`config.mk`:
```
export PLATFORM = sky130hd
export DESIGN_NAME = autoindex_sequencer_flat
export DESIGN_NICKNAME = d
export VERILOG_FILES = /design/src/rtl/autoindex_sequencer_if.sv /design/src/rtl/autoindex_sequencer.sv /design/src/flat_wrapper.sv
export SDC_FILE = /design/constraint.sdc
export NUM_CORES = 1
export LEC_CHECK = 0
export CAP_MARGIN = 20
export CORE_ASPECT_RATIO = 1.75
export CORE_MARGIN = 4
export CORE_UTILIZATION = 31
export DETAILED_ROUTE_END_ITERATION = 7
export GPL_ROUTABILITY_DRIVEN = 0
export SETUP_SLACK_MARGIN = 0.05
export SLEW_MARGIN = 20
export SYNTH_ARGS = -nofsm -noshare
export SYNTH_HDL_FRONTEND = slang
export SYNTH_SLANG_ARGS = --single-unit
```
`constraint.sdc`:
```
create_clock -name clk -period 3.69 [get_ports clk]
set_input_delay 1.107 -clock clk [delete_from_list [all_inputs] [get_ports clk]]
set_output_delay 1.107 -clock clk [all_outputs]
set_load 0.1 [all_outputs]
```
`src/rtl/autoindex_sequencer_if.sv`:
```
// Memory bus for the operand-address sequencer.
// master = sequencer side, slave = memory side.
interface autoindex_sequencer_if;
    logic        mem_req;
    logic        mem_we;
    logic [15:0] mem_addr;
    logic [15:0] mem_wdata;
    logic [15:0] mem_rdata;
    logic        mem_ack;

    modport master (
        output mem_req, mem_we, mem_addr, mem_wdata,
        input  mem_rdata, mem_ack
    );

    modport slave (
        input  mem_req, mem_we, mem_addr, mem_wdata,
        output mem_rdata, mem_ack
    );
endinterface

```
`src/rtl/autoindex_sequencer.sv`:
```
// Effective-address sequencer: direct, indirect and
// post-increment autoindex operand resolution.
module autoindex_sequencer #(
    parameter int WAIT_MAX = 16
) (
    input  logic                         clk,
    input  logic                         nreset,
    input  logic                         start,
    input  logic [15:0]                  ir,
    input  logic [15:0]                  pc,
    autoindex_sequencer_if.master        mem,
    output logic                         busy,
    output logic                         done,
    output logic                         err,
    output logic [15:0]                  ea
);

    localparam int CW = $clog2(WAIT_MAX + 1);
    localparam logic [CW-1:0] CNT_LAST = CW'(WAIT_MAX - 1);

    typedef enum logic [1:0] {
        S_IDLE,
        S_RD,
        S_WR,
        S_DONE
    } state_e;

    state_e        state_q, state_d;
    logic          req_q, req_d;
    logic          we_q, we_d;
    logic [15:0]   addr_q, addr_d;
    logic [15:0]   wdata_q, wdata_d;
    logic [15:0]   ptr_q, ptr_d;
    logic          aidx_q, aidx_d;
    logic [CW-1:0] cnt_q, cnt_d;
    logic          busy_q, busy_d;
    logic          done_q, done_d;
    logic          err_q, err_d;
    logic [15:0]   ea_q, ea_d;

    logic [5:0]    page;
    logic [15:0]   oa;
    logic          aidx_in;
    logic          last_wait;

    assign page      = ir[10] ? 6'h00 : pc[15:10];
    assign oa        = {page, ir[9:0]};
    assign aidx_in   = ir[11] & ir[10] & (ir[9:8] == 2'b00) & ir[7];
    assign last_wait = (cnt_q == CNT_LAST);

    // Next-state and next-output computation for the sequencer
    always_comb begin
        state_d = state_q;
        req_d   = req_q;
        we_d    = we_q;
        addr_d  = addr_q;
        wdata_d = wdata_q;
        ptr_d   = ptr_q;
        aidx_d  = aidx_q;
        cnt_d   = cnt_q;
        ea_d    = ea_q;
        done_d  = 1'b0;
        err_d   = 1'b0;
        unique case (state_q)
            S_IDLE: begin
                if (start) begin
                    aidx_d = aidx_in;
                    if (!ir[11]) begin
                        state_d = S_DONE;
                        ea_d    = oa;
                        done_d  = 1'b1;
                    end else begin
                        state_d = S_RD;
                        req_d   = 1'b1;
                        we_d    = 1'b0;
                        addr_d  = oa;
                        cnt_d   = '0;
                    end
                end
            end
            S_RD, S_WR: begin
                if (mem.mem_ack) begin
                    cnt_d = '0;
                    if (state_q == S_RD && aidx_q) begin
                        state_d = S_WR;
                        ptr_d   = mem.mem_rdata;
                        we_d    = 1'b1;
                        wdata_d = mem.mem_rdata + 16'd1;
                    end else begin
                        state_d = S_DONE;
                        req_d   = 1'b0;
                        we_d    = 1'b0;
                        done_d  = 1'b1;
                        ea_d    = (state_q == S_RD) ? mem.mem_rdata : ptr_q;
                    end
                end else if (last_wait) begin
                    // memory never answered: abandon, no write
                    state_d = S_DONE;
                    req_d   = 1'b0;
                    we_d    = 1'b0;
                    cnt_d   = '0;
                    ea_d    = 16'h0000;
                    done_d  = 1'b1;
                    err_d   = 1'b1;
                end else begin
                    cnt_d = cnt_q + CW'(1);
                end
            end
            S_DONE: begin
                state_d = S_IDLE;
            end
            default: begin
                state_d = S_IDLE;
                req_d   = 1'b0;
                we_d    = 1'b0;
            end
        endcase
        busy_d = (state_d != S_IDLE);
    end

    // State and registered outputs; reset drops the bus request at once
    always_ff @(posedge clk or negedge nreset) begin
        if (!nreset) begin
            state_q <= S_IDLE;
            req_q   <= 1'b0;
            we_q    <= 1'b0;
            addr_q  <= 16'h0000;
            wdata_q <= 16'h0000;
            ptr_q   <= 16'h0000;
            aidx_q  <= 1'b0;
            cnt_q   <= '0;
            busy_q  <= 1'b0;
            done_q  <= 1'b0;
            err_q   <= 1'b0;
            ea_q    <= 16'h0000;
        end else begin
            state_q <= state_d;
            req_q   <= req_d;
            we_q    <= we_d;
            addr_q  <= addr_d;
            wdata_q <= wdata_d;
            ptr_q   <= ptr_d;
            aidx_q  <= aidx_d;
            cnt_q   <= cnt_d;
            busy_q  <= busy_d;
            done_q  <= done_d;
            err_q   <= err_d;
            ea_q    <= ea_d;
        end
    end

    assign mem.mem_req   = req_q;
    assign mem.mem_we    = we_q;
    assign mem.mem_addr  = addr_q;
    assign mem.mem_wdata = wdata_q;
    assign busy          = busy_q;
    assign done          = done_q;
    assign err           = err_q;
    assign ea            = ea_q;

endmodule

```
`src/flat_wrapper.sv`:
```
// flat-port wrapper written by rule: the top's interface ports become plain ports
module autoindex_sequencer_flat 
#(
    parameter int WAIT_MAX = 16
)
  (clk, nreset, start, ir, pc, busy, done, err, ea, mem_mem_req, mem_mem_we, mem_mem_addr, mem_mem_wdata, mem_mem_rdata, mem_mem_ack);
  autoindex_sequencer_if mem_i ();
  input  logic clk;
  input  logic nreset;
  input  logic start;
  input  logic [15:0] ir;
  input  logic [15:0] pc;
  output logic busy;
  output logic done;
  output logic err;
  output logic [15:0] ea;
  output wire logic [$bits(mem_i.mem_req)-1:0] mem_mem_req;
  output wire logic [$bits(mem_i.mem_we)-1:0] mem_mem_we;
  output wire logic [$bits(mem_i.mem_addr)-1:0] mem_mem_addr;
  output wire logic [$bits(mem_i.mem_wdata)-1:0] mem_mem_wdata;
  input wire logic [$bits(mem_i.mem_rdata)-1:0] mem_mem_rdata;
  input wire logic [$bits(mem_i.mem_ack)-1:0] mem_mem_ack;
  assign mem_mem_req = mem_i.mem_req;
  assign mem_mem_we = mem_i.mem_we;
  assign mem_mem_addr = mem_i.mem_addr;
  assign mem_mem_wdata = mem_i.mem_wdata;
  assign mem_i.mem_rdata = mem_mem_rdata;
  assign mem_i.mem_ack = mem_mem_ack;
  autoindex_sequencer #(.WAIT_MAX(WAIT_MAX)) u_core (.clk(clk), .nreset(nreset), .start(start), .ir(ir), .pc(pc), .mem(mem_i), .busy(busy), .done(done), .err(err), .ea(ea));
endmodule
```
# Word-level counts from Yosys, hierarchy flattened
# Index checks and enable logic that the tools add are counted.
# classes
muxes	38
add_sub_neg	2
n_bitwise	3
reduce_logical	13
n_eq_ne	9
# op_table
cell	n
$mux 16	6
$pmux 16 s2	1
$mux 5	4
$mux 1	17
$add 16x1->16 const B	1
$pmux 5 s2	1
$reduce_and 5->1	2
$reduce_and 3->1	3
$mux 2	4
$mux 6	1
$ne 2x2->1 const B	3
$pmux 1 s2	3
$pmux 2 s3	1
$add 5x1->5 const B	1
$eq 5x4->1 const B	1
$eq 2x2->1 const B	2
$logic_not 2->1	2
$reduce_and 4->1	1
$reduce_bool 2->1	2
$and 1x1->1	3
$ne 3x2->1 const B	1
$ne 3x3->1 const B	1
$eq 2x1->1 const B	1
$reduce_and 2->1	1
other kinds (2)	2
# word_totals
inputBits	52
wordCells	77
reg_bits	77

# Logic depth before layout (Yosys ltp)
# logic_depth
ltp_word	6
ltp_mapped	9

# Worst setup path before layout
# No wires, ideal clock.
# synth_timing
path_type	input-to-reg
start	in mem_mem_ack
end	reg u_core.ea_q[14], in the netlist u_core.ea[14]
t_required_ns	3.570
path_stages	7
t_arrival_ns	2.172
setup_slack_ns	1.397
cell_sequence	clkbuf_1 and4_1 buf_2 a221oi_4 buf_6 o221ai_2 o21a_1
# synth_via
elab_chain_cells	2
# synth_rtl
item	line_no	source
start, declared	flat_wrapper.sv:22	input wire logic [$bits(mem_i.mem_ack)-1:0] mem_mem_ack;
$ne 3x3->1 (no line), or another cell as far along	-	
$reduce_and 5->1 (no line) or $pmux 16 s2 (tied branches)	-	
end signal, assigned	autoindex_sequencer.sv:135	ea_q <= 16'h0000;
end signal, assigned	autoindex_sequencer.sv:148	ea_q <= ea_d;
end, declared	autoindex_sequencer.sv:39	logic [15:0] ea_q, ea_d;
# Several ways; a longest one is shown, not always the timed one.
# A chain may end at the register's enable or synchronous reset.

# Worst setup path after layout
# layout_timing
start	in mem_mem_rdata[0]
end	reg u_core.wdata_q[12], in the netlist u_core.mem.mem_wdata[12]
# layout_via
elab_chain_cells	1
# layout_rtl
item	line_no	source
start, declared	flat_wrapper.sv:21	input wire logic [$bits(mem_i.mem_rdata)-1:0] mem_mem_rdata;
$add 16x1->16	autoindex_sequencer.sv:88	wdata_d = mem.mem_rdata + 16'd1;
end signal, assigned	autoindex_sequencer.sv:141	wdata_q <= wdata_d;
end, declared	autoindex_sequencer.sv:32	logic [15:0] wdata_q, wdata_d;
# No other way between the ends.

==> reports/metrics.yaml <==
antenna_left: 0
layout_commonest_cell: "nand2_1"
first_global_vias: 3104
synth.avg_cell_area_um2: 9.632
clock-skew-final_ns: 0.002346
yosys.area.top_type: "dfrtp_1"
grt_use_total_pct: 14.46
grt_max_degree: 78
grt_pass1_wl_mm: 15.90
finalSetupViolations: 0
worst_pin_slew_ns: 0.7634
grt_busiest_layer: "met2"
gr-usage-met2_pct: 25.03
cp-start-kind: "input pin"
grtUsageMet1_pct: 16.99
maxCapViolCount: 0
yosysTopAreaCellShare_pct: 52.10
crit_arrival_ns: 2.85
period_needed_ns: 2.657
min_period_over_period_pct: 72.01
cts-buffers-inserted: 9
io_buffers: 90
drc: 0
grt_setup_unrepaired: "false"
synth_area_um2: 3699
hold_class: "reg2reg"
vias_per_cell: 4.976
hold_depth: 2
ios: 105
cts_tree: "done"
crit_path_max_fanout: 5
postPlaceCellArea_um2: 4597
ys_warn_count: 0
drive_above_1_share_pct: 19.04
cts_root_buffer: "clkbuf_16"
vias: 3050
path_buf_inv: 1
area_growth_pct: 33.22
die_y_um: 152.5
final_cell_area_um2: 4927
die_area_um2: 13810
initial_core_util_pct: 31.76
clk_latency_ns: 0.33
die_w_um: 90.57
grt_overflow: 0
syn_nets: 441
cts_sinks: 77
synthDistinctLibCells: 37
end_kind: "flip-flop"
cts_resized: 0
n_fill_cell: 1155
rows: 52
avgRoutedWirePerCell_um: 15.65
hold_viol: 0
syn-instance-count: 384
antenna_found_initial: 0
drv_slew: 0
post_cts_buffers: 0
fin_nets: 530
crit_type: "in2reg"
path_cells: "clkdlybuf4s50_1, ha_1, nand4_1, nor4_1, xnor2_1, o21ai_0"
cp_slowest_cell: "clkdlybuf4s50_1"
drt_iter0_markers: 89
slew_headroom_pct: 48.98
wl_mm: 9.596
crit_family: "simple AND/OR/NAND/NOR gates"
timing.setup.tns_ns: 0
diodes: 0
holdBufCountCts: 0
synth_area_leaders: "dfrtp_1 (52%), nand2_1 (8.5%), o21ai_0 (5.3%)"
clk_pin_slew_ns: 0.06
outcome: "finished, final reports clean"
dr.pass1.iters: 4
clk_path_buf_depth: 2
use_met3_pct: 3.755
ys_ff_latch: 77
fmax_mhz: 376.3
required_ns: 3.89
cts.htree.levels: 3
slowest_delay_ns: 0.52
yosysSeqAreaShare_pct: 52.10
cp_num_cells: 6
dp_hpwl_mm: 7.218
ff2ff_path_depth: 8
layout_common_cells: "nand2_1 (84), dfrtp_1 (77), buf_4 (63)"
core-area_um2: 11650
==> cell families after synthesis <==
family,count (synthesis),share of synthesized area (%)
AND/OR/NAND/NOR,147,17.56
AO/OA/AOI/OAI,87,16.51
flip-flops,77,52.10
buffers and inverters,39,4.736
multiplexers,16,4.330
XOR/XNOR,13,3.079
adder cells (fa/ha/maj),5,1.691
==> layer usage <==
layer	wire, µm	share of wire (%)	vias to the layer above
li1	-	-	1489
met1	3874	40	1481
met2	5151	54	70
met3	399	4.2	10
met4	170	1.8	0
met5	0	0	-
==> cells in the mapped netlist, drive strengths merged <==
library cell and n:
or4 1, nor3 5, a21oi 14, nand3 9, a31oi 1, o21ai 40
and2 1, inv 17, ha 5, o21a 12, o221a 1, xor2 2
nand4 6, nand2b 9, and4 1, dfrtp 77, mux2i 16, buf 11
nand2 84, a21o 2, nand3b 2, clkbuf 11, nor4 3, o221ai 11
o21bai 1, xnor2 11, nand4b 1, nor2b 3, a221oi 1, o31ai 3
a31o 1, nor3b 1, nor2 21
==> registers in the layout (all words and copies together), names as in the netlist <==
| signal | count |
|---|---|
| u_core.mem.mem_wdata | 16 |
| u_core.aidx_q | 1 |
| u_core.err | 1 |
| u_core.mem.mem_addr | 16 |
| u_core.ptr_q | 16 |
| u_core.done | 1 |
| u_core.state_q | 2 |
| u_core.mem.mem_req | 1 |
| u_core.mem.mem_we | 1 |
| u_core.ea | 16 |
| u_core.cnt_q | 5 |
| u_core.busy | 1 |
==> worst min-delay path, stage by stage, from the launching register on <==
cell and delay, ns:
dfrtp_1 0.34, nand2_1 0.05, nand2_1 0.05
==> stage by stage <==
| step | std cells | util, % | worst slack [ns] | hold slack (ns) |
|---|---|---|---|---|
| 3_3_place_gp | 597 | 39.47 | 0.7356 | 0.4568 |
| 3_5_place_dp | 597 | 39.47 | 0.6801 | 0.4617 |
| 6_report | 613 | 42.31 | 1.033 | 0.4726 |
| 4_1_cts | 613 | 42.28 | 1.028 | 0.4768 |
| 5_1_grt | 613 | 42.31 | 0.9947 | 0.4960 |
| 2_1_floorplan | 384 | - | 1.397 | 0.4450 |
==> final timing paths <==
path,startpoint,endpoint,slack (ns)
hold / removal,u_core.ptr_q[4],u_core.ptr_q[4],0.47
min in group asynchronous,nreset,u_core.mem.mem_addr[0],0.82
setup reg to reg,u_core.state_q[0],u_core.ea[7],1.33
setup / recovery,mem_mem_rdata[0],u_core.mem.mem_wdata[12],1.03
hold reg to reg,u_core.ptr_q[4],u_core.ptr_q[4],0.47
max in group asynchronous,nreset,u_core.ea[11],2.39
==> final cells by class <==
type | instances | area, µm² | area share, %
sequential | 77 | 1927 | 39.11
multi-input combinational | 268 | 1597 | 32.40
timing repair buffer | 100 | 844.6 | 17.14
clock buffer | 12 | 256.5 | 5.206
tap | 135 | 168.9 | 3.428
clock inverter | 4 | 70.07 | 1.422
inverter | 17 | 63.81 | 1.295
Power is not shown: default switching activity piles up to over one toggle a cycle in this logic, so the estimate is an artifact.
